## src/rtl/psg_pkg.sv

```systemverilog
// psg_pkg: shared PSG channel defaults and mixer width helpers
package psg_pkg;
   localparam int DEFAULT_CHANNELS = 4;
   localparam int DEFAULT_VOLUME_BITS = 15;
   function automatic int clog2(input int v);
      int r;
      r = 0;
      while ((1 << r) < v) r++;
      return r;
   endfunction
   function automatic int sum_bits(input int volume_bits, input int channels);
      return volume_bits + clog2(channels);
   endfunction
endpackage

```

## src/rtl/pwm_modulator.sv

```systemverilog
// pwm_modulator: free-running PWM counter, duty loaded once per period on wrap
module pwm_modulator
   import psg_pkg::*;
#(
   parameter int PWM_BITS = 8
) (
   input  logic                clk,
   input  logic                reset,
   input  logic [PWM_BITS-1:0] quant,
   output logic                wrap,
   output logic                pwm_out,
   output logic                strobe
);
   logic [PWM_BITS-1:0] cnt_d, cnt_q, duty_d, duty_q;
   logic pwm_d, pwm_q, strobe_d, strobe_q;
   assign wrap = &cnt_q;
   always_comb begin
      cnt_d = cnt_q + 1'b1;
      duty_d = wrap ? quant : duty_q;
      pwm_d = cnt_q < duty_q;
      strobe_d = wrap;
   end
   always_ff @(posedge clk) begin
      if (reset) begin
         cnt_q <= '0;
         duty_q <= '0;
         pwm_q <= 1'b0;
         strobe_q <= 1'b0;
      end else begin
         cnt_q <= cnt_d;
         duty_q <= duty_d;
         pwm_q <= pwm_d;
         strobe_q <= strobe_d;
      end
   end
   assign pwm_out = pwm_q;
   assign strobe = strobe_q;
endmodule

```

## src/rtl/psg_mixer_pwm.sv

```systemverilog
// psg_mixer_pwm: sums channel volumes into a PWM pin and sample tap; PSG_MIXER_ERROR_FEEDBACK_EN adds noise shaping
module psg_mixer_pwm
   import psg_pkg::*;
#(
   parameter int CHANNELS = DEFAULT_CHANNELS,
   parameter int VOLUME_BITS = DEFAULT_VOLUME_BITS,
   parameter int PWM_BITS = 8,
   localparam int SUM_BITS = sum_bits(VOLUME_BITS, CHANNELS)
) (
   input  logic                            clk,
   input  logic                            reset,
   input  logic [CHANNELS*VOLUME_BITS-1:0] volumes,
   output logic                            pwm_out,
   output logic [SUM_BITS-1:0]             sample,
   output logic                            sample_strobe
);
   localparam int SHIFT = SUM_BITS - PWM_BITS;
   logic [SUM_BITS-1:0] sum, sample_d, sample_q;
   logic [PWM_BITS-1:0] quant;
   logic wrap;
   always_comb begin
      sum = '0;
      for (int i = 0; i < CHANNELS; i++) sum = sum + SUM_BITS'(volumes[i*VOLUME_BITS +: VOLUME_BITS]);
      sample_d = wrap ? sum : sample_q;
   end
   always_ff @(posedge clk) begin
      if (reset) sample_q <= '0;
      else sample_q <= sample_d;
   end
`ifdef PSG_MIXER_ERROR_FEEDBACK_EN
   generate
      if (SHIFT > 0) begin : g_fb
         logic [SHIFT-1:0] residue_d, residue_q;
         logic [SUM_BITS:0] total;
         logic [PWM_BITS:0] quant_raw;
         // residue is dropped on saturation so clipping never accumulates
         always_comb begin
            total = {1'b0, sum} + (SUM_BITS+1)'(residue_q);
            quant_raw = total[SUM_BITS:SHIFT];
            quant = quant_raw[PWM_BITS] ? '1 : quant_raw[PWM_BITS-1:0];
            residue_d = wrap ? (quant_raw[PWM_BITS] ? '0 : total[SHIFT-1:0]) : residue_q;
         end
         always_ff @(posedge clk) begin
            if (reset) residue_q <= '0;
            else residue_q <= residue_d;
         end
      end else begin : g_trunc
         assign quant = sum[PWM_BITS-1:0];
      end
   endgenerate
`else
   assign quant = sum[SUM_BITS-1 -: PWM_BITS];
`endif
   pwm_modulator #(.PWM_BITS(PWM_BITS)) u_pwm (
      .clk(clk),
      .reset(reset),
      .quant(quant),
      .wrap(wrap),
      .pwm_out(pwm_out),
      .strobe(sample_strobe)
   );
   assign sample = sample_q;
endmodule

```

## config.mk

```make
export PLATFORM = sky130hd
export DESIGN_NAME = psg_mixer_pwm
export DESIGN_NICKNAME = d
export VERILOG_FILES = /design/src/rtl/psg_pkg.sv /design/src/rtl/pwm_modulator.sv /design/src/rtl/psg_mixer_pwm.sv
export SDC_FILE = /design/constraint.sdc
export NUM_CORES = 1
export LEC_CHECK = 0
export CORE_ASPECT_RATIO = 1.1
export CORE_UTILIZATION = 47
export CTS_BUF_LIST = sky130_fd_sc_hd__clkbuf_8
export DETAILED_ROUTE_END_ITERATION = 12
export PLACE_DENSITY = 0.79
export SLEW_MARGIN = 25
export SYNTH_ARGS = -nofsm -noshare
export SYNTH_HDL_FRONTEND = slang
export SYNTH_SLANG_ARGS = --single-unit
export TNS_END_PERCENT = 20
```

## constraint.sdc

```tcl
create_clock -name clk -period 5.29 [get_ports clk]
set_input_delay 1.058 -clock clk [delete_from_list [all_inputs] [get_ports clk]]
set_output_delay 1.058 -clock clk [all_outputs]
set_load 0.02 [all_outputs]
```

==> results by group <==
Outcome
  – Outcome: complete, no violations

Detailed routing
  – Total wire length: 5472 µm
  – TritonRoute pass-1 iters: 4
  – Vias: 2366
  – First-iteration detailed-routing DRC count: 86
  – DR vias/cell: 4.858
  – Post-detailed-route count of antenna-violating nets: 0
  – Avg WL per Cell: 11.24 µm
  – Drt drc: 0

Critical path
  – Slowest-stage cell, CP: fa_1
  – CP Capture Type: flop
  – Setup crit start: volumes[1]
  – Crit-path cells: clkdlybuf4s50_1 > inv_1 > fa_1 > inv_1 > fa_1 > ha_1 > fa_1 > a21o_1 > a21oi_2 > o21ai_0 > a31oi_1 > mux2i_1 > a21oi_1
  – WP buf/inv: 3
  – Critical path arrival: 4.51 ns
  – CP max stage delay: 0.54 ns
  – Critical path's top delay family: adder cells
  – Worst EP required: 5.42 ns
  – Critical path class: input pin to flop
  – Worst reg2reg startpoint: u_pwm.cnt_q[0]
  – Crit path launch type: input pin
  – Critical path peak fanout: 3
  – Most used cell, CP: fa_1

Synth
  – Post-synthesis net count: 451
  – Seq/Total Area, Yosys: 19.81%
  – Synth unique cells: 42
  – Area leader, netlist: fa_1
  – Netlist Area Pre-Place: 2729 µm²
  – Post-Synth Adder-Cell Area: 33.01%
  – Mux share of post-synthesis cell area: 1.100%
  – Post-synthesis compound-gate area fraction: 15.31%
  – Synth Register Bits: 27
  – Simple-gate portion of the synthesized area: 12.38%
  – Post-synth EDFFs: 0
  – Post-Syn Instances: 335
  – Main flop type after synthesis: dfxtp_1
  – Syn_area_per_cell: 8.146 µm²
  – Top cells by area, synth: fa_1 22%, dfxtp_1 20%, inv_1 13%
  – Post-synth top area share: 22.01%
  – Syn. warnings: 0
  – Xor/xnor cell area share of the yosys netlist: 4.493%
  – Fraction of registers with async set/reset: 0%
  – Largest family of logic cells by synthesized area: adder cells

STA
  – Final hold vios: 0
  – Tmin final: 4.387 ns
  – Final Setup Violations: 0
  – Final period util: 82.92%
  – Max transition margin: 45.63%
  – Final slew viol count: 0
  – Final setup TNS: 0 ns
  – Worst-Margin Slew: 0.8130 ns
  – RSZ-0062 raised after global routing: false
  – Fmax: 0.2280 GHz
  – Worst Skew: 0.003547 ns

Placement
  – Placed Cells: 483
  – Hpwl dp: 4717 µm
  – # port buffers: 80
  – Gpl congestion: 0.8271

Clocking
  – CTS Buffer Depth: 2
  – CTS tree: built
  – Post-CTS setup repair buffer count: 0
  – # hold bufs at CTS: 0
  – Clk sink count: 27
  – Post-cts resize count: 0
  – H-tree depth: 1
  – Clk_lat worst skew: 0.26 ns
  – Clk root buf: clkbuf_8
  – Total CTS buffers: 3
  – Clk slew on worst S/H paths: 0.08 ns

Finish
  – Fraction of layout cells with a size suffix above 1: 1.942%
  – Final std cells w/o fill: 487
  – Net count, final: 529
  – Layout area overhead: 33.33%
  – Fin util: 66.15%
  – ANT cells: 0

Floorplanning
  – Num rows: 28
  – Die ar.: 6115 µm²
  – Initial core utilization: 49.61%
  – Core footprint: 5500 µm²
  – Die H: 81.92 µm
  – IO Count: 81
  – Die width: 74.65 µm

Power
  – Total power: 818.2 µW
  – P_leak: 1.714 nW
  – Max IR drop VDD: 98.88 µV
  – Pwr dens: 224.9 nW/µm²

GRT
  – Initial antenna violation count: 0
  – GRT overflow: 0
  – Tot GR Track Use: 19.23%
  – Vias in the first global route: 2274
  – Largest net degree at the start of global routing: 23
  – First-pass GRT wire length: 9315 µm

Worst hold path
  – Hold WC Path Type: flop to flop
  – Hold Crit Start: sample[4]

Run
  – Max_cap viols: 0
-- cell families (layout without fill, tap and decap cells) --
family | Yosys count | in the layout
buf+inv | 100 | 177
simple gates | 72 | 72
compound gates | 65 | 65
fa+ha+maj | 54 | 54
flops | 27 | 27
xor+xnor | 14 | 14
mux | 3 | 3
-- cell usage in the layout (no fill, tap or decap), types with 2 or more instances in the layout --
master / synthesis / final
a211oi_1: 4 / 4
a21o_1: 8 / 8
a21oi_1: 23 / 23
a21oi_2: 2 / 2
a31oi_1: 4 / 4
and3_1: 2 / 2
clkbuf_8: 0 / 3
clkdlybuf4s50_1: 0 / 80
dfxtp_1: 27 / 27
fa_1: 30 / 30
ha_1: 24 / 24
inv_1: 93 / 94
mux2i_1: 3 / 3
nand2_1: 28 / 28
nand3_1: 11 / 11
nand4_1: 4 / 4
nor2_1: 14 / 14
nor2b_1: 2 / 2
nor3_1: 2 / 2
o21ai_0: 13 / 13
or3_1: 2 / 2
xnor2_1: 6 / 6
xor2_1: 8 / 8
-- state kept, by name, summed over array words and instances (netlist names) --
| name | count |
|---|---|
| sample | 17 |
| u_pwm.cnt_q | 8 |
| u_pwm.pwm_out | 1 |
| u_pwm.strobe | 1 |
-- power by group --
| part | internal (mW) | switching, mW | total [mW] |
|---|---|---|---|
| registers | 0.206 | 0.00218 | 0.208 |
| clock network | 0.0519 | 0.0593 | 0.111 |
| logic | 0.230 | 0.269 | 0.499 |
-- synthesized netlist by cell type, types with 2 or more instances --
cell type,count
dfxtp_1,27
nor3_1,2
a21oi_2,2
xor2_1,8
nor2_1,14
o21ai_0,13
a21oi_1,23
and3_1,2
xnor2_1,6
fa_1,30
nand4_1,4
nand3_1,11
buf_2,3
or3_1,2
inv_1,93
ha_1,24
nand2_1,28
nor2b_1,2
buf_1,2
a211oi_1,4
mux2i_1,3
clkbuf_1,2
a21o_1,8
a31oi_1,4
-- worst paths after layout --
| path | to | depth (start not counted) | slack [ns] |
|---|---|---|---|
| max | sample[15] | 13 | 0.90 |
| min | sample[4] | 2 | 0.46 |
| max reg2reg | sample[14] | 6 | 2.89 |
| min reg2reg | sample[4] | 2 | 0.46 |
-- worst reg2reg max path, stage by stage, from the launching register on --
cell and delay (ns):
dfxtp_1 0.38, ha_1 0.22, nand3_1 0.09, nor2_1 0.22, nand3_1 0.57, or4_1 0.69, a31oi_1 0.16
-- stage by stage --
stage                     hold WS [ns]  setup slack, ns  instance area (µm²)
after floorplan                 0.4252            1.364                 2729
after global placement          0.4401           0.7463                 3593
after detailed placement        0.4473           0.6060                 3593
after CTS                       0.4595           0.8681                 3638
after global routing            0.4765           0.6511                 3638
final                           0.4594           0.9033                 3638
-- area by class of cell --
cell class / instances / area (µm²)
fillers: 499 / 1862
well taps: 75 / 93.84
inverters: 93 / 349.1
flip-flops and latches: 27 / 540.5
multi-input cells: 208 / 1809
repair buffers: 80 / 800.8
clock buffers: 3 / 41.29
clock inverters: 1 / 3.754
-- metal layers --
| layer | share of wire (%) | global-route usage, % | vias to the layer above |
|---|---|---|---|
| met5 | 0 | 0 | - |
| met4 | 0.42 | 3.208 | 0 |
| met3 | 3.5 | 1.472 | 2 |
| met2 | 53 | 36.94 | 61 |
| met1 | 43 | 23.37 | 1091 |
| li1 | - | - | 1212 |
Note: power is estimated with default switching activity, not from simulation.
